`src/rtl/param_counter_if.sv`:
```
// param_counter_if
//   Groups the control, configuration and status signals of param_counter.
//   clk and rst are not part of the bundle; they stay plain module ports.
//   Modports:
//     master : drives en, load_en, load_val, dir, mode, limit, cmp_val,
//              clr_flags, oe; observes count_val, count_oe, tc, cmp_match,
//              ovf, running
//     slave  : the counter side (mirror image of master)
interface param_counter_if #(
  parameter int WIDTH = 8
);
  logic             en;
  logic             load_en;
  logic [WIDTH-1:0] load_val;
  logic             dir;
  logic [1:0]       mode;
  logic [WIDTH-1:0] limit;
  logic [WIDTH-1:0] cmp_val;
  logic             clr_flags;
  logic             oe;
  logic [WIDTH-1:0] count_val;
  logic [WIDTH-1:0] count_oe;
  logic             tc;
  logic             cmp_match;
  logic             ovf;
  logic             running;

  modport master (
    output en, load_en, load_val, dir, mode, limit, cmp_val, clr_flags, oe,
    input  count_val, count_oe, tc, cmp_match, ovf, running
  );

  modport slave (
    input  en, load_en, load_val, dir, mode, limit, cmp_val, clr_flags, oe,
    output count_val, count_oe, tc, cmp_match, ovf, running
  );
endinterface

```
`src/rtl/param_counter.sv`:
```
// param_counter
//   Parametrised up/down counter with a programmable upper limit (range
//   0..limit), wrap / saturate / one-shot terminal behaviour, an enable
//   prescaler, one-cycle terminal-count and compare-match pulses and a sticky
//   overflow flag.
//   Ports:
//     clk  : rising-edge clock
//     rst  : asynchronous, active-high reset
//     bus  : param_counter_if.slave
//            in : en, load_en, load_val, dir (1=up), mode (00/11 wrap,
//                 01 saturate, 10 one-shot), limit, cmp_val, clr_flags, oe
//            out: count_val (registered), count_oe ({WIDTH{oe}}, comb),
//                 tc, cmp_match (1-cycle pulses), ovf (sticky), running
module param_counter #(
  parameter int WIDTH    = 8,
  parameter int PRESCALE = 1,
  parameter int RST_VAL  = 0
) (
  input logic           clk,
  input logic           rst,
  param_counter_if.slave bus
);

  typedef enum logic {
    RUN  = 1'b0,
    HALT = 1'b1
  } state_t;

  // PRESCALE=1 still gets a 1-bit prescaler that simply never leaves 0.
  localparam int               PSC_W     = (PRESCALE > 1) ? $clog2(PRESCALE) : 1;
  localparam logic [PSC_W-1:0] PSC_LAST  = PSC_W'(PRESCALE - 1);
  localparam logic [WIDTH-1:0] RST_COUNT = WIDTH'(RST_VAL);
  localparam logic [1:0]       MODE_SAT  = 2'b01;
  localparam logic [1:0]       MODE_ONE  = 2'b10;

  state_t           state;
  state_t           state_nxt;
  logic [PSC_W-1:0] psc;
  logic [PSC_W-1:0] psc_nxt;
  logic [WIDTH-1:0] count;
  logic [WIDTH-1:0] count_nxt;
  logic             run;
  logic             tick;
  logic             terminal;
  logic             term_tick;
  logic             tc_r;
  logic             cmp_r;
  logic             ovf_r;

  // Value taken on a terminal step. No +1/-1 here, so nothing can wrap
  // through the arithmetic; a count loaded above limit is pulled back to
  // limit when it saturates or stops.
  function automatic logic [WIDTH-1:0] terminal_value(
    input logic [1:0]       m,
    input logic             up,
    input logic [WIDTH-1:0] cur,
    input logic [WIDTH-1:0] lim
  );
    case (m)
      MODE_SAT: terminal_value = up ? lim : '0;
      MODE_ONE: terminal_value = (up && (cur > lim)) ? lim : cur;
      default:  terminal_value = up ? '0 : lim;
    endcase
  endfunction

  always_comb begin
    run       = (state == RUN);
    tick      = bus.en && run && (psc == PSC_LAST);
    terminal  = bus.dir ? (count >= bus.limit) : (count == '0);
    term_tick = tick && terminal && !bus.load_en;
  end

  // Next-state / next-count logic; load always overrides a tick.
  always_comb begin
    state_nxt = state;
    psc_nxt   = psc;
    count_nxt = count;
    if (bus.load_en) begin
      state_nxt = RUN;
      psc_nxt   = '0;
      count_nxt = bus.load_val;
    end else begin
      if (bus.en && run) begin
        psc_nxt = tick ? '0 : psc + PSC_W'(1);
      end
      if (tick) begin
        if (terminal) begin
          count_nxt = terminal_value(bus.mode, bus.dir, count, bus.limit);
          if (bus.mode == MODE_ONE) begin
            state_nxt = HALT;
          end
        end else if (bus.dir) begin
          count_nxt = count + WIDTH'(1);
        end else begin
          count_nxt = count - WIDTH'(1);
        end
      end
    end
  end

  always_ff @(posedge clk or posedge rst) begin
    if (rst) begin
      state <= RUN;
    end else begin
      state <= state_nxt;
    end
  end

  // Count / prescaler / flag register boundary.
  always_ff @(posedge clk or posedge rst) begin
    if (rst) begin
      count <= RST_COUNT;
      psc   <= '0;
      tc_r  <= 1'b0;
      cmp_r <= 1'b0;
      ovf_r <= 1'b0;
    end else begin
      count <= count_nxt;
      psc   <= psc_nxt;
      tc_r  <= term_tick;
      // Only ticks raise compare match; a load landing on cmp_val does not.
      cmp_r <= tick && !bus.load_en && (count_nxt == bus.cmp_val);
      // A terminal step in the same cycle as clr_flags keeps the flag set.
      if (term_tick) begin
        ovf_r <= 1'b1;
      end else if (bus.clr_flags) begin
        ovf_r <= 1'b0;
      end
    end
  end

  assign bus.count_val = count;
  assign bus.count_oe  = {WIDTH{bus.oe}};
  assign bus.tc        = tc_r;
  assign bus.cmp_match = cmp_r;
  assign bus.ovf       = ovf_r;
  assign bus.running   = run;

endmodule

```
`src/flat_wrapper.sv`:
```
// flat-port wrapper written by rule: the top's interface ports become plain ports
module param_counter_flat 
#(
  parameter int WIDTH    = 8,
  parameter int PRESCALE = 1,
  parameter int RST_VAL  = 0
)
  (clk, rst, bus_en, bus_load_en, bus_load_val, bus_dir, bus_mode, bus_limit, bus_cmp_val, bus_clr_flags, bus_oe, bus_count_val, bus_count_oe, bus_tc, bus_cmp_match, bus_ovf, bus_running);
  param_counter_if #(.WIDTH(WIDTH)) bus_i ();
  input logic clk;
  input logic rst;
  input wire logic [$bits(bus_i.en)-1:0] bus_en;
  input wire logic [$bits(bus_i.load_en)-1:0] bus_load_en;
  input wire logic [$bits(bus_i.load_val)-1:0] bus_load_val;
  input wire logic [$bits(bus_i.dir)-1:0] bus_dir;
  input wire logic [$bits(bus_i.mode)-1:0] bus_mode;
  input wire logic [$bits(bus_i.limit)-1:0] bus_limit;
  input wire logic [$bits(bus_i.cmp_val)-1:0] bus_cmp_val;
  input wire logic [$bits(bus_i.clr_flags)-1:0] bus_clr_flags;
  input wire logic [$bits(bus_i.oe)-1:0] bus_oe;
  output wire logic [$bits(bus_i.count_val)-1:0] bus_count_val;
  output wire logic [$bits(bus_i.count_oe)-1:0] bus_count_oe;
  output wire logic [$bits(bus_i.tc)-1:0] bus_tc;
  output wire logic [$bits(bus_i.cmp_match)-1:0] bus_cmp_match;
  output wire logic [$bits(bus_i.ovf)-1:0] bus_ovf;
  output wire logic [$bits(bus_i.running)-1:0] bus_running;
  assign bus_i.en = bus_en;
  assign bus_i.load_en = bus_load_en;
  assign bus_i.load_val = bus_load_val;
  assign bus_i.dir = bus_dir;
  assign bus_i.mode = bus_mode;
  assign bus_i.limit = bus_limit;
  assign bus_i.cmp_val = bus_cmp_val;
  assign bus_i.clr_flags = bus_clr_flags;
  assign bus_i.oe = bus_oe;
  assign bus_count_val = bus_i.count_val;
  assign bus_count_oe = bus_i.count_oe;
  assign bus_tc = bus_i.tc;
  assign bus_cmp_match = bus_i.cmp_match;
  assign bus_ovf = bus_i.ovf;
  assign bus_running = bus_i.running;
  param_counter #(.WIDTH(WIDTH), .PRESCALE(PRESCALE), .RST_VAL(RST_VAL)) u_core (.clk(clk), .rst(rst), .bus(bus_i));
endmodule
```
`config.mk`:
```
export PLATFORM = sky130hd
export DESIGN_NAME = param_counter_flat
export DESIGN_NICKNAME = d
export VERILOG_FILES = /design/src/rtl/param_counter_if.sv /design/src/rtl/param_counter.sv /design/src/flat_wrapper.sv
export SDC_FILE = /design/constraint.sdc
export NUM_CORES = 1
export LEC_CHECK = 0
export BUFFER_PORTS_ARGS = -buffer_cell sky130_fd_sc_hd__buf_2
export CORE_ASPECT_RATIO = 0.7
export CORE_MARGIN = 3
export CORE_UTILIZATION = 44
export DETAILED_ROUTE_END_ITERATION = 16
export GPL_TIMING_DRIVEN = 0
export PLACE_DENSITY = 0.7
export REMOVE_ABC_BUFFERS = 1
export SYNTH_ARGS = -nofsm -noshare
export SYNTH_HDL_FRONTEND = slang
export SYNTH_SLANG_ARGS = --single-unit
```
`constraint.sdc`:
```
create_clock -name clk -period 2.9 [get_ports clk]
set_clock_uncertainty 0.05 [all_clocks]
set_input_delay 0.58 -clock clk [delete_from_list [all_inputs] [get_ports clk]]
set_output_delay 0.58 -clock clk [all_outputs]
set_load 0.01 [all_outputs]
```
==> results of run 1 <==
## stage by stage
stage               TNS, ns  hold WS (ns)  utilization, %  power [mW]
floorplan                 0         0.407               -       0.559
global placement      -1.13         0.471            52.8       0.689
detailed placement    -1.27         0.474            52.8       0.695
CTS                       0         0.320            58.7       0.921
global route        -0.0622         0.362            69.0        1.18
finish                    0         0.311            69.0        1.11
## Yosys cell counts, drive strengths merged (4+ instances only)
cell,n,share of area [%]
o21ai,9,2.7
a211oi,7,3.0
ha,16,11
inv,21,4.4
o211ai,4,1.7
nand2b,5,1.8
buf,11,4.6
nand3,5,1.4
xnor2,5,2.5
nand2,12,2.5
a21oi,24,7.6
dfrtp,13,18
clkbuf,5,1.1
nor2,27,5.7
## kinds of logic after synthesis
kind of cell | after synthesis | share of synthesized area (%)
AO/OA/AOI/OAI | 74 | 30.1
AND/OR/NAND/NOR | 72 | 22.5
buffers and inverters | 37 | 10.1
adder cells (fa/ha/maj) | 17 | 12.4
flip-flops | 13 | 18.3
XOR/XNOR | 6 | 2.96
multiplexers | 6 | 3.60
## cell type report
class                           instances  area [um^2]  share of cell area [%]
Clock buffer                            4         45.0                    1.77
Tap cell                               50         62.6                    2.45
Multi-Input combinational cell        175         1570                    61.5
Timing Repair Buffer                   73          457                    17.9
Sequential cell                        13          335                    13.2
Inverter                               21         82.6                    3.24
## how the worst max path moves through the flow
stage,cells after the start,endpoint,start
2_1_floorplan,10,u_core.bus.cmp_match,u_core.bus.count_val[0]
3_3_place_gp,8,u_core.bus.cmp_match,bus_en
3_5_place_dp,8,u_core.bus.cmp_match,bus_en
4_1_cts,10,u_core.bus.cmp_match,u_core.bus.count_val[1]
5_1_grt,9,u_core.bus.cmp_match,u_core.bus.count_val[2]
6_report,9,u_core.bus.cmp_match,u_core.bus.count_val[2]
## critical path, stage by stage (launching register included)
cell and delay, ns:
dfrtp_2 0.47, ha_4 0.29, nand4_1 0.12, o21a_1 0.25, and2_4 0.16, or4_4 0.52, o211ai_1 0.18, mux2i_1 0.27
o2111ai_2 0.16, nor4_4 0.29
## layer usage
layer  GRT usage (%)  wire length (um)
met5               0                 0
met2            32.3              2610
met4            4.27               164
met1            34.0              2600
met3            6.69               639
## what timing repair did
action | CTS | global route
setup buffers | 11 | 19
endpoints found under the setup margin | 4 | 3
resized for setup | 17 | 41
pin swaps | 5 | 13
## power by group
part           switching (mW)  leakage [nW]  internal (mW)
combinational           0.364         0.913          0.333
sequential             0.0378         0.155          0.205
clock                  0.0697        0.0228         0.0974
total                   0.472          1.09          0.635
## registers in the layout, summed over array words and instances (netlist names)
| register | count |
|---|---|
| u_core.psc | 1 |
| u_core.bus.tc | 1 |
| u_core.bus.count_val | 8 |
| u_core.bus.ovf | 1 |
| u_core.bus.cmp_match | 1 |
| u_core.state | 1 |
==> metrics.md, run 1 <==
| Metric | Value |
|---|---|
| Status | completed |
| Initial Util | 48.0% |
| Max frequency | 350 MHz |
| Fin nets | 337 |
| DR iter-0 viols | 162 |
| Minimum clock period | 2.85 ns |
| Via count | 2014 |
| Worst slack, placed | -0.638 ns |
| EDFF count, synth | 0 |
| CP Max Fanout | 6 |
| Sequential area share after synthesis | 18.3% |
| Reg clk slew, reported paths | 0.06 ns |
| Async S/R FF share, synth | 100% |
| Critical Path AT | 2.96 ns |
| Cell Area, Placed | 1950 um^2 |
| Final Cycle Share | 98.4% |
| Longest Clk Path Bufs | 2 |
| Die height | 59.1 um |
| GRT Residual Overflow | 0 |
| Routability Congestion | 0.909 |
| # hold bufs at CTS | 0 |
| Initial antenna violation count | 0 |
| Commonest non-fill, non-tap cell in the layout | buf_2 |
| Hold Vio Cnt, Final | 0 |
| Cts bufs inserted | 3 |
| CTS sink count | 13 |
| P&R area growth vs syn | 43.7% |
| Final setup vio count | 0 |
| Mapped Cells | 225 |
| Commonest non-fill, non-tap cells in the layout | buf_2, buf_4, nor2_1 |
| Min-delay worst type | in -> async |
| Root buf cell | clkbuf_8 |
| Vias in the first global route | 1700 |
| Worst R2R End | u_core.bus.cmp_match |
| Cell row count | 18 |
| Reg2reg path depth | 9 |
| Pwr Density | 434 nW/um^2 |
| WL final | 6.01 mm |
| Post-Place Cells | 302 |
| Fin cells | 336 |
| Width of the die | 81.9 um |
| Worst reg2reg startpoint | u_core.bus.count_val[2] |
| DRT antenna net count | 0 |
| Syn avg cell area | 7.89 um^2 |
| H-tree depth | 1 |
| Top Ports | 53 |
| Vias per cell | 5.99 |
| #FFs+latches synth | 13 |
| Drt first pass iters | 5 |
| Synthesized cell area | 1770 um^2 |
| Wire per inst | 17.9 um |
| Fin area | 2550 um^2 |
| Final worst slack | 0.0459 ns |
| Setup slack on the worst flop-to-flop path | 0.05 ns |
| Largest net degree at the start of global routing | 24 |
| Relative slew slack | 64.9% |
| Critical Path Start Type | register |
| Core area | 3690 um^2 |
| Hpwl dp | 3.92 mm |
| Max rail drop VDD | 0.270 mV |
| CTS tree | done |
| Filler cells | 309 |
| Worst-Margin Slew | 0.520 ns |
| Clock Latency Late Sink | 0.25 ns |
| # Max-Cap Violations | 0 |
| Input/output buffers | 43 |
| Critical path class | reg -> reg |
| Ys Warns | 0 |
| Critical path endpoint category | register |
| Prevailing post-synth register cell | dfrtp_1 |
| Drt drc | 0 |
| Die area | 4840 um^2 |
| GRT Overall Usage | 22.8% |
| Layout cells sized above 1 | 47.6% |
| Distinct cell type count after synthesis | 60 |
| Antenna Cells | 0 |
| Data required time of the worst path | 3.01 ns |
| First-pass GRT wire length | 8.38 mm |
| Leakage | 1.09 nW |
| Max-slew violations | 0 |
No activity file was read; power rests on OpenSTA's default activity.
==> run 2: changes to the inputs <==
--- a/config.mk
+++ b/config.mk
@@ -5,6 +5,7 @@
 export SDC_FILE = /design/constraint.sdc
 export NUM_CORES = 1
 export LEC_CHECK = 0
+export ABC_AREA = 1
 export BUFFER_PORTS_ARGS = -buffer_cell sky130_fd_sc_hd__buf_2
 export CORE_ASPECT_RATIO = 0.7
 export CORE_MARGIN = 3
==> run 2 against run 1 <==
Register-to-register slack better by 0.26 ns. Clock power about the same. Synthesized cell count up 27%. Clock-buffer cell count unchanged. Global-route usage down 2.9 points. Core utilization down 15 points. Highest routed layer is now met3.
==> metrics.md, run 2 <==
| Metric | Value |
|---|---|
| WL final | 4.48 mm (-25%) |
| Crit path from | bus_dir |
| Compound-cell area share of the yosys netlist | 13.3% (-17 points) |
| Critical Path Start Type | input port |
| Post-synth top cells | nand2_1, inv_1, nand3_1 |
| Initial antenna violation count | 0 (unchanged) |
| Cts bufs inserted | 3 (unchanged) |
| Adder-Cell Fraction of Synth Area | 12.6% (+0.21 points) |
| Top Ports | 53 (unchanged) |
| Reg clk slew, reported paths | 0.06 ns (about the same) |
| Min-delay worst type | in -> async |
| Final Cycle Share | 89.5% (-8.9 points) |
| Critical Path AT | 2.69 ns (-0.27 ns) |
| # Max-Cap Violations | 0 (unchanged) |
| Input/output buffers | 43 (unchanged) |
| Width of the die | 81.3 um (-0.79%) |
| Synth Area in Simple Gates | 35.4% (+13 points) |
| Leakage | 1.18 nW (+8.1%) |
| Drt first pass iters | 4 (-1) |
| Critical path class | in -> reg |
| H-tree depth | 1 (unchanged) |
| Clock Latency Late Sink | 0.25 ns (about the same) |
| Minimum clock period | 2.60 ns (-0.258 ns) |
| Synthesized cell area | 1740 um^2 (-1.7%) |
| CTS tree | done |
| Worst reg2reg startpoint | u_core.bus.count_val[7] |
| GRT Overall Usage | 19.9% (-2.9 points) |
| Mapped Cells | 286 (+27%) |
| Largest family of logic cells by synthesized area | simple AND/OR/NAND/NOR gates |
| CP Max Fanout | 16 (+10) |
| Syn avg cell area | 6.10 um^2 (-23%) |
| Final setup vio count | 0 (unchanged) |
| Hold Vio Cnt, Final | 0 (unchanged) |
| Filler cells | 401 (+30%) |
| Routability Congestion | 0.878 (-3.4%) |
| First-pass GRT wire length | 7.41 mm (-12%) |
| Worst-Margin Slew | 0.507 ns (-0.0131 ns) |
| Root buf cell | clkbuf_8 |
| GRT Residual Overflow | 0 (unchanged) |
| Longest Clk Path Bufs | 2 (unchanged) |
| Count leader, synth | nand2_1 |
| Relative slew slack | 66.2% (+1.3 points) |
| Fin nets | 373 (+11%) |
| Synth Area in XOR/XNOR | 2.51% (-0.45 points) |
| Vias in the first global route | 1630 (-4.1%) |
| Vias per cell | 4.90 (-18%) |
| EDFF count, synth | 0 (unchanged) |
| Max frequency | 385 MHz (+9.9%) |
| Data required time of the worst path | 2.99 ns (-0.02 ns) |
| Core area | 3670 um^2 (-0.61%) |
| Status | completed |
| Distinct cell type count after synthesis | 29 (-52%) |
| Worst R2R End | u_core.bus.cmp_match |
| Biggest area consumer among synthesized cells | dfrtp_1 |
| Pwr Density | 426 nW/um^2 (-1.8%) |
| Antenna Cells | 0 (unchanged) |
| Cell row count | 18 (unchanged) |
| FF/Latch Area | 325 um^2 (-3.0%) |
| Leading post-synthesis cells by cell area | dfrtp_1, nand2_1, inv_1, ha_1, nand3_1 |
| Via count | 1822 (-9.5%) |
| Setup slack on the worst flop-to-flop path | 0.31 ns (+0.26 ns) |
| Total Power | 852 uW (-23%) |
| Prevailing post-synth register cell | dfrtp_1 |
| Critical path endpoint category | register |
| Setup tns final | 0 ns (unchanged) |
| DRT antenna net count | 0 (unchanged) |
| # hold bufs at CTS | 0 (unchanged) |
| Max-slew violations | 0 (unchanged) |
| Mux contribution to synthesized area | 0% (-3.6 points) |
| Sequential area share after synthesis | 18.7% (+0.32 points) |
| Layout cells sized above 1 | 18.0% (-30 points) |
| Ys Warns | 0 (unchanged) |
| Commonest non-fill, non-tap cells in the layout | nand2_1, inv_1, buf_2 |
| Initial Util | 47.5% (-0.52 points) |
| Area of the multi-input gates | 1120 um^2 (-28%) |
| Die area | 4770 um^2 (-1.6%) |
| Async S/R FF share, synth | 100% (unchanged) |
| RSZ-0062 raised after global routing | false |
| CTS sink count | 13 (unchanged) |
| Synth top area share | 18.7% (+0.32 points) |
| Largest register FFs | 8 (unchanged) |
| DR iter-0 viols | 99 (-39%) |
| P&R area growth vs syn | 14.6% |
| End of the critical path | u_core.bus.cmp_match |
| Largest net degree at the start of global routing | 17 (-29%) |
| Drt drc | 0 (unchanged) |
| #FFs+latches synth | 13 (unchanged) |
| Max rail drop VDD | 0.232 mV (-14%) |
| Hpwl dp | 3.64 mm (-7.2%) |
| Wire per inst | 12.0 um (-33%) |
| Reg2reg path depth | 15 (+6) |
| Commonest non-fill, non-tap cell in the layout | nand2_1 |
| Die height | 58.7 um (-0.77%) |
==> run 2: cells by family (layout without fill, tap and decap cells) <==
| group | after synthesis | count (layout) |
|---|---|---|
| simple gates | 140 | 140 |
| buf+inv | 71 | 107 |
| compound gates | 40 | 40 |
| fa+ha+maj | 17 | 17 |
| flops | 13 | 13 |
| xor+xnor | 5 | 5 |
==> run 2: repair_timing <==
| action | in CTS | in global routing |
|---|---|---|
| setup buffers | 0 | 1 |
| setup endpoints to repair | 0 | 1 |
| resized for setup | 0 | 1 |
==> run 2: how the worst min path moves through the flow <==
stage                              endpoint  slack [ns]  cells after the start
finish              u_core.bus.count_val[4]        0.30                      2
global route        u_core.bus.count_val[1]        0.36                      2
CTS                 u_core.bus.count_val[1]        0.32                      2
detailed placement               u_core.psc        0.45                      2
global placement                 u_core.psc        0.44                      2
floorplan              u_core.bus.cmp_match        0.41                      1
==> run 2: layout make-up <==
class / count / area share [%]
clock buffer: 4 / 2.25
inverter: 59 / 11.1
multi-input combinational: 202 / 56.1
sequential: 13 / 16.3
tap: 50 / 3.13
timing repair buffer: 44 / 11.1
==> run 2: where the power goes <==
part / internal (mW) / switching [mW] / leakage (nW) / total [mW]
Clock: 0.0973 / 0.0696 / 0.0228 / 0.167
Combinational: 0.179 / 0.265 / 0.997 / 0.444
Sequential: 0.203 / 0.0381 / 0.159 / 0.241
==> run 2: metal layers <==
| layer | track usage (%) | part of all wire (%) |
|---|---|---|
| met2 | 29.9 | 40 |
| met1 | 29.5 | 54 |
| met5 | 0 | 0 |
| met3 | 5.35 | 6.0 |
| met4 | 1.45 | 0 |
==> run 2: critical path: stages <==
cell and delay (ns):
buf_2 0.15, inv_2 0.28, ha_1 0.35, a21oi_1 0.18, or2_1 0.12, nand3_1 0.10
nand2_1 0.09, nand2_1 0.06, a21oi_1 0.17, a21oi_1 0.09, o21ai_0 0.08, nand2_1 0.09
a21oi_1 0.18, nand2_1 0.07, nand2_1 0.06, nor2_1 0.04
==> run 2: metrics by stage <==
stage	instances	hold WS, ns	cell area (um^2)	setup slack [ns]	util, %
global placement	367	0.445	1940	-0.114	52.8
CTS	371	0.322	1980	0.0442	54.0
global route	372	0.355	2000	0.00711	54.4
finish	372	0.302	2000	0.303	54.4
detailed placement	367	0.453	1940	-0.105	52.8
floorplan	274	0.407	1660	0.434	-
==> run 3: changes to the inputs <==
--- a/config.mk
+++ b/config.mk
@@ -7,12 +7,14 @@
 export LEC_CHECK = 0
 export ABC_AREA = 1
 export BUFFER_PORTS_ARGS = -buffer_cell sky130_fd_sc_hd__buf_2
+export CELL_PAD_IN_SITES_DETAIL_PLACEMENT = 1
+export CELL_PAD_IN_SITES_GLOBAL_PLACEMENT = 2
 export CORE_ASPECT_RATIO = 0.7
 export CORE_MARGIN = 3
-export CORE_UTILIZATION = 44
+export CORE_UTILIZATION = 24
 export DETAILED_ROUTE_END_ITERATION = 16
 export GPL_TIMING_DRIVEN = 0
-export PLACE_DENSITY = 0.7
+export PLACE_DENSITY_LB_ADDON = 0.1
 export REMOVE_ABC_BUFFERS = 1
 export SYNTH_ARGS = -nofsm -noshare
 export SYNTH_HDL_FRONTEND = slang
==> constraint.sdc (replaced) <==
create_clock -name clk -period 2.25 [get_ports clk]
set_clock_uncertainty 0.05 [all_clocks]
set_input_delay 0.45 -clock clk [delete_from_list [all_inputs] [get_ports clk]]
set_output_delay 0.45 -clock clk [all_outputs]
set_load 0.01 [all_outputs]
==> run 3 against run 2 <==
The flow now finishes with violations (negative setup slack). Power grew 60%. Wire length is 38% higher. Global-route usage down 4.8 points. Largest cell class unchanged. Largest power group unchanged.
==> metrics.md, run 3 (synthesis gave the netlist of run 2 again) <==
| Metric | Value |
|---|---|
| Crit-path cells | inv_4 > ha_1 > nand2_2 > nor2_4 > a21oi_4 > inv_2 > o21ai_4 > buf_6 > nor2_1 > nand2_1 > nand2_1 > nand3_1 > nand2_1 > inv_1 > nand2_1 > nor2_2 > nand3_2 > nor2_1 |
| GRT Residual Overflow | 0 (unchanged) |
| Cts bufs inserted | 3 (unchanged) |
| Final core utilization | 35.7% (-19 points) |
| First-pass GRT wire length | 9.93 mm (+34%) |
| Drt drc | 0 (unchanged) |
| Failing checks | negative setup slack |
| Width of the die | 108 um (+33%) |
| P&R area growth vs syn | 41.5% |
| CP Max Fanout | 7 (-9) |
| Pwr Density | 553 nW/um^2 (+30%) |
| Worst path slowest cell | dfrtp_2 |
| Critical path class | reg -> reg |
| Total Power | 1.37 mW (+60%) |
| Final setup vio count | 1 (+1) |
| Top Ports | 53 (unchanged) |
| Critical path's top delay family | simple AND/OR/NAND/NOR gates |
| Largest register FFs | 8 (unchanged) |
| Min-delay worst type | in -> async |
| Minimum clock period | 2.39 ns |
| Critical Path Start Type | register |
| Filler cells | 888 (+120%) |
| Root buf cell | clkbuf_8 |
| Drt first pass iters | 4 (unchanged) |
| H-tree depth | 1 (unchanged) |
| Layout cells sized above 1 | 38.7% (+21 points) |
| Sum of buffers and inverters on the critical path | 4 (+2) |
| Commonest non-fill, non-tap cells in the layout | nand2_1, inv_1, buf_2 |
| Die height | 77.3 um (+32%) |
| Fin area | 2470 um^2 (+24%) |
| Cell Area, Placed | 1990 um^2 (+2.8%) |
| CP max stage delay | 0.39 ns (+0.04 ns) |
| Max-slew violations | 0 (unchanged) |
| CTS sink count | 13 (unchanged) |
| Critical Path AT | 2.52 ns (-0.17 ns) |
| Via count | 1960 (+7.6%) |
| DR iter-0 viols | 52 (-47%) |
| Longest Clk Path Bufs | 2 (unchanged) |
| Cell row count | 25 (+7) |
| Max frequency | 418 MHz |
| Die area | 8340 um^2 (+75%) |
| Reg clk slew, reported paths | 0.06 ns (about the same) |
| Largest net degree at the start of global routing | 17 (unchanged) |
| Initial antenna violation count | 0 (unchanged) |
| Core area | 6910 um^2 (+88%) |
| Critical path endpoint category | register |
| RSZ-0062 raised after global routing | true |
| Commonest non-fill, non-tap cell in the layout | nand2_1 |
| FF/Latch Area | 335 um^2 (+3.1%) |
| Initial Util | 25.2% (-22 points) |
| Hpwl dp | 4.68 mm (+29%) |
| Hold Vio Cnt, Final | 0 (unchanged) |
| Status | complete, but fails checks |
| Wire per inst | 14.2 um (+18%) |
| DRT antenna net count | 0 (unchanged) |
| # hold bufs at CTS | 0 (unchanged) |
| Vias per cell | 4.51 (-8.0%) |
| Leakage | 1.30 nW (+9.8%) |
| Area of the multi-input gates | 1360 um^2 (+21%) |
| Input/output buffers | 43 (unchanged) |
| Relative slew slack | 61.5% (-4.7 points) |
| Antenna Cells | 0 (unchanged) |
| Cell mode on critical path | nand2_1 |
| GRT Overall Usage | 15.0% (-4.8 points) |
| Data required time of the worst path | 2.38 ns (-0.61 ns) |
| Worst-Margin Slew | 0.578 ns (+0.0714 ns) |
| Final worst slack | -0.140 ns (-0.443 ns) |
| # Max-Cap Violations | 0 (unchanged) |
| Max rail drop VDD | 0.165 mV (-29%) |
| Fin nets | 392 (+5.1%) |
| Vias in the first global route | 1983 (+22%) |
| Clock Latency Late Sink | 0.24 ns (about the same) |
| WL final | 6.18 mm (+38%) |
| Routability Congestion | 0.734 (-16%) |
| CTS tree | done |
| Final Cycle Share | 106% |
| Worst hold slack | 0.194 ns (-0.108 ns) |
==> run 3: cell types whose count changed in the layout (fill, tap and decap cells not counted), moves of 9 or more <==
cell,change
buf_4,+16
ha_1,-9
nand2_1,-21
nand2_2,+17
==> run 3: per-stage QoR <==
| stage | TNS, ns | cells | setup WS [ns] |
|---|---|---|---|
| floorplan | -0.145 | 274 | -0.145 |
| global placement | -3.62 | 411 | -0.821 |
| detailed placement | -3.48 | 411 | -0.805 |
| CTS | -0.237 | 428 | -0.237 |
| global route | -0.373 | 435 | -0.342 |
| finish | -0.140 | 435 | -0.140 |
==> run 3: worst paths after layout <==
path / startpoint / end / slack (ns) / depth (start not counted)
worst max-delay path: u_core.bus.count_val[0] / u_core.bus.cmp_match / -0.14 / 18
worst min-delay path: rst / u_core.bus.ovf / 0.19 / 2
worst max register to register: u_core.bus.count_val[0] / u_core.bus.cmp_match / -0.14 / 18
worst min register to register: u_core.psc / u_core.psc / 0.46 / 2
max in group asynchronous: rst / u_core.bus.count_val[0] / 1.57 / 2
min in group clk: bus_clr_flags / u_core.bus.ovf / 0.34 / 2
==> run 3: repair_timing <==
| item | CTS | global route |
|---|---|---|
| pin swaps | 7 | 20 |
| buffers inserted | 13 | 7 |
| resized for setup | 26 | 46 |
| endpoints found under the setup margin | 12 | 4 |
==> run 3: where the power goes <==
part	leakage [nW]	switching, mW	internal, mW
Sequential	0.152	0.0358	0.266
Clock	0.0228	0.0873	0.125
Combinational	1.12	0.475	0.376
==> run 3: layer usage <==
layer  vias to the layer above  routed length (um)  GRT usage, %
li1                       1011                   -             -
met1                       918                3150          21.8
met2                        29                2800          24.2
met3                         2                 211          2.61
met4                         0                  15          1.13
met5                         -                   0             0
==> run 3: area by class of cell <==
| type | instances | share of cell area, % |
|---|---|---|
| Clock buffer | 4 | 1.82 |
| Inverter | 59 | 9.48 |
| Multi-Input combinational cell | 202 | 55.1 |
| Sequential cell | 13 | 13.6 |
| Tap cell | 94 | 4.76 |
| Timing Repair Buffer | 63 | 15.3 |
==> run 3: worst register-to-register path, stage by stage (launching register included) <==
cell and delay (ns):
dfrtp_2 0.39, inv_4 0.04, ha_1 0.29, nand2_2 0.09, nor2_4 0.05, a21oi_4 0.21
inv_2 0.07, o21ai_4 0.21, buf_6 0.16, nor2_1 0.05, nand2_1 0.09, nand2_1 0.08
nand3_1 0.07, nand2_1 0.05, inv_1 0.07, nand2_1 0.05, nor2_2 0.13, nand3_2 0.08
nor2_1 0.10
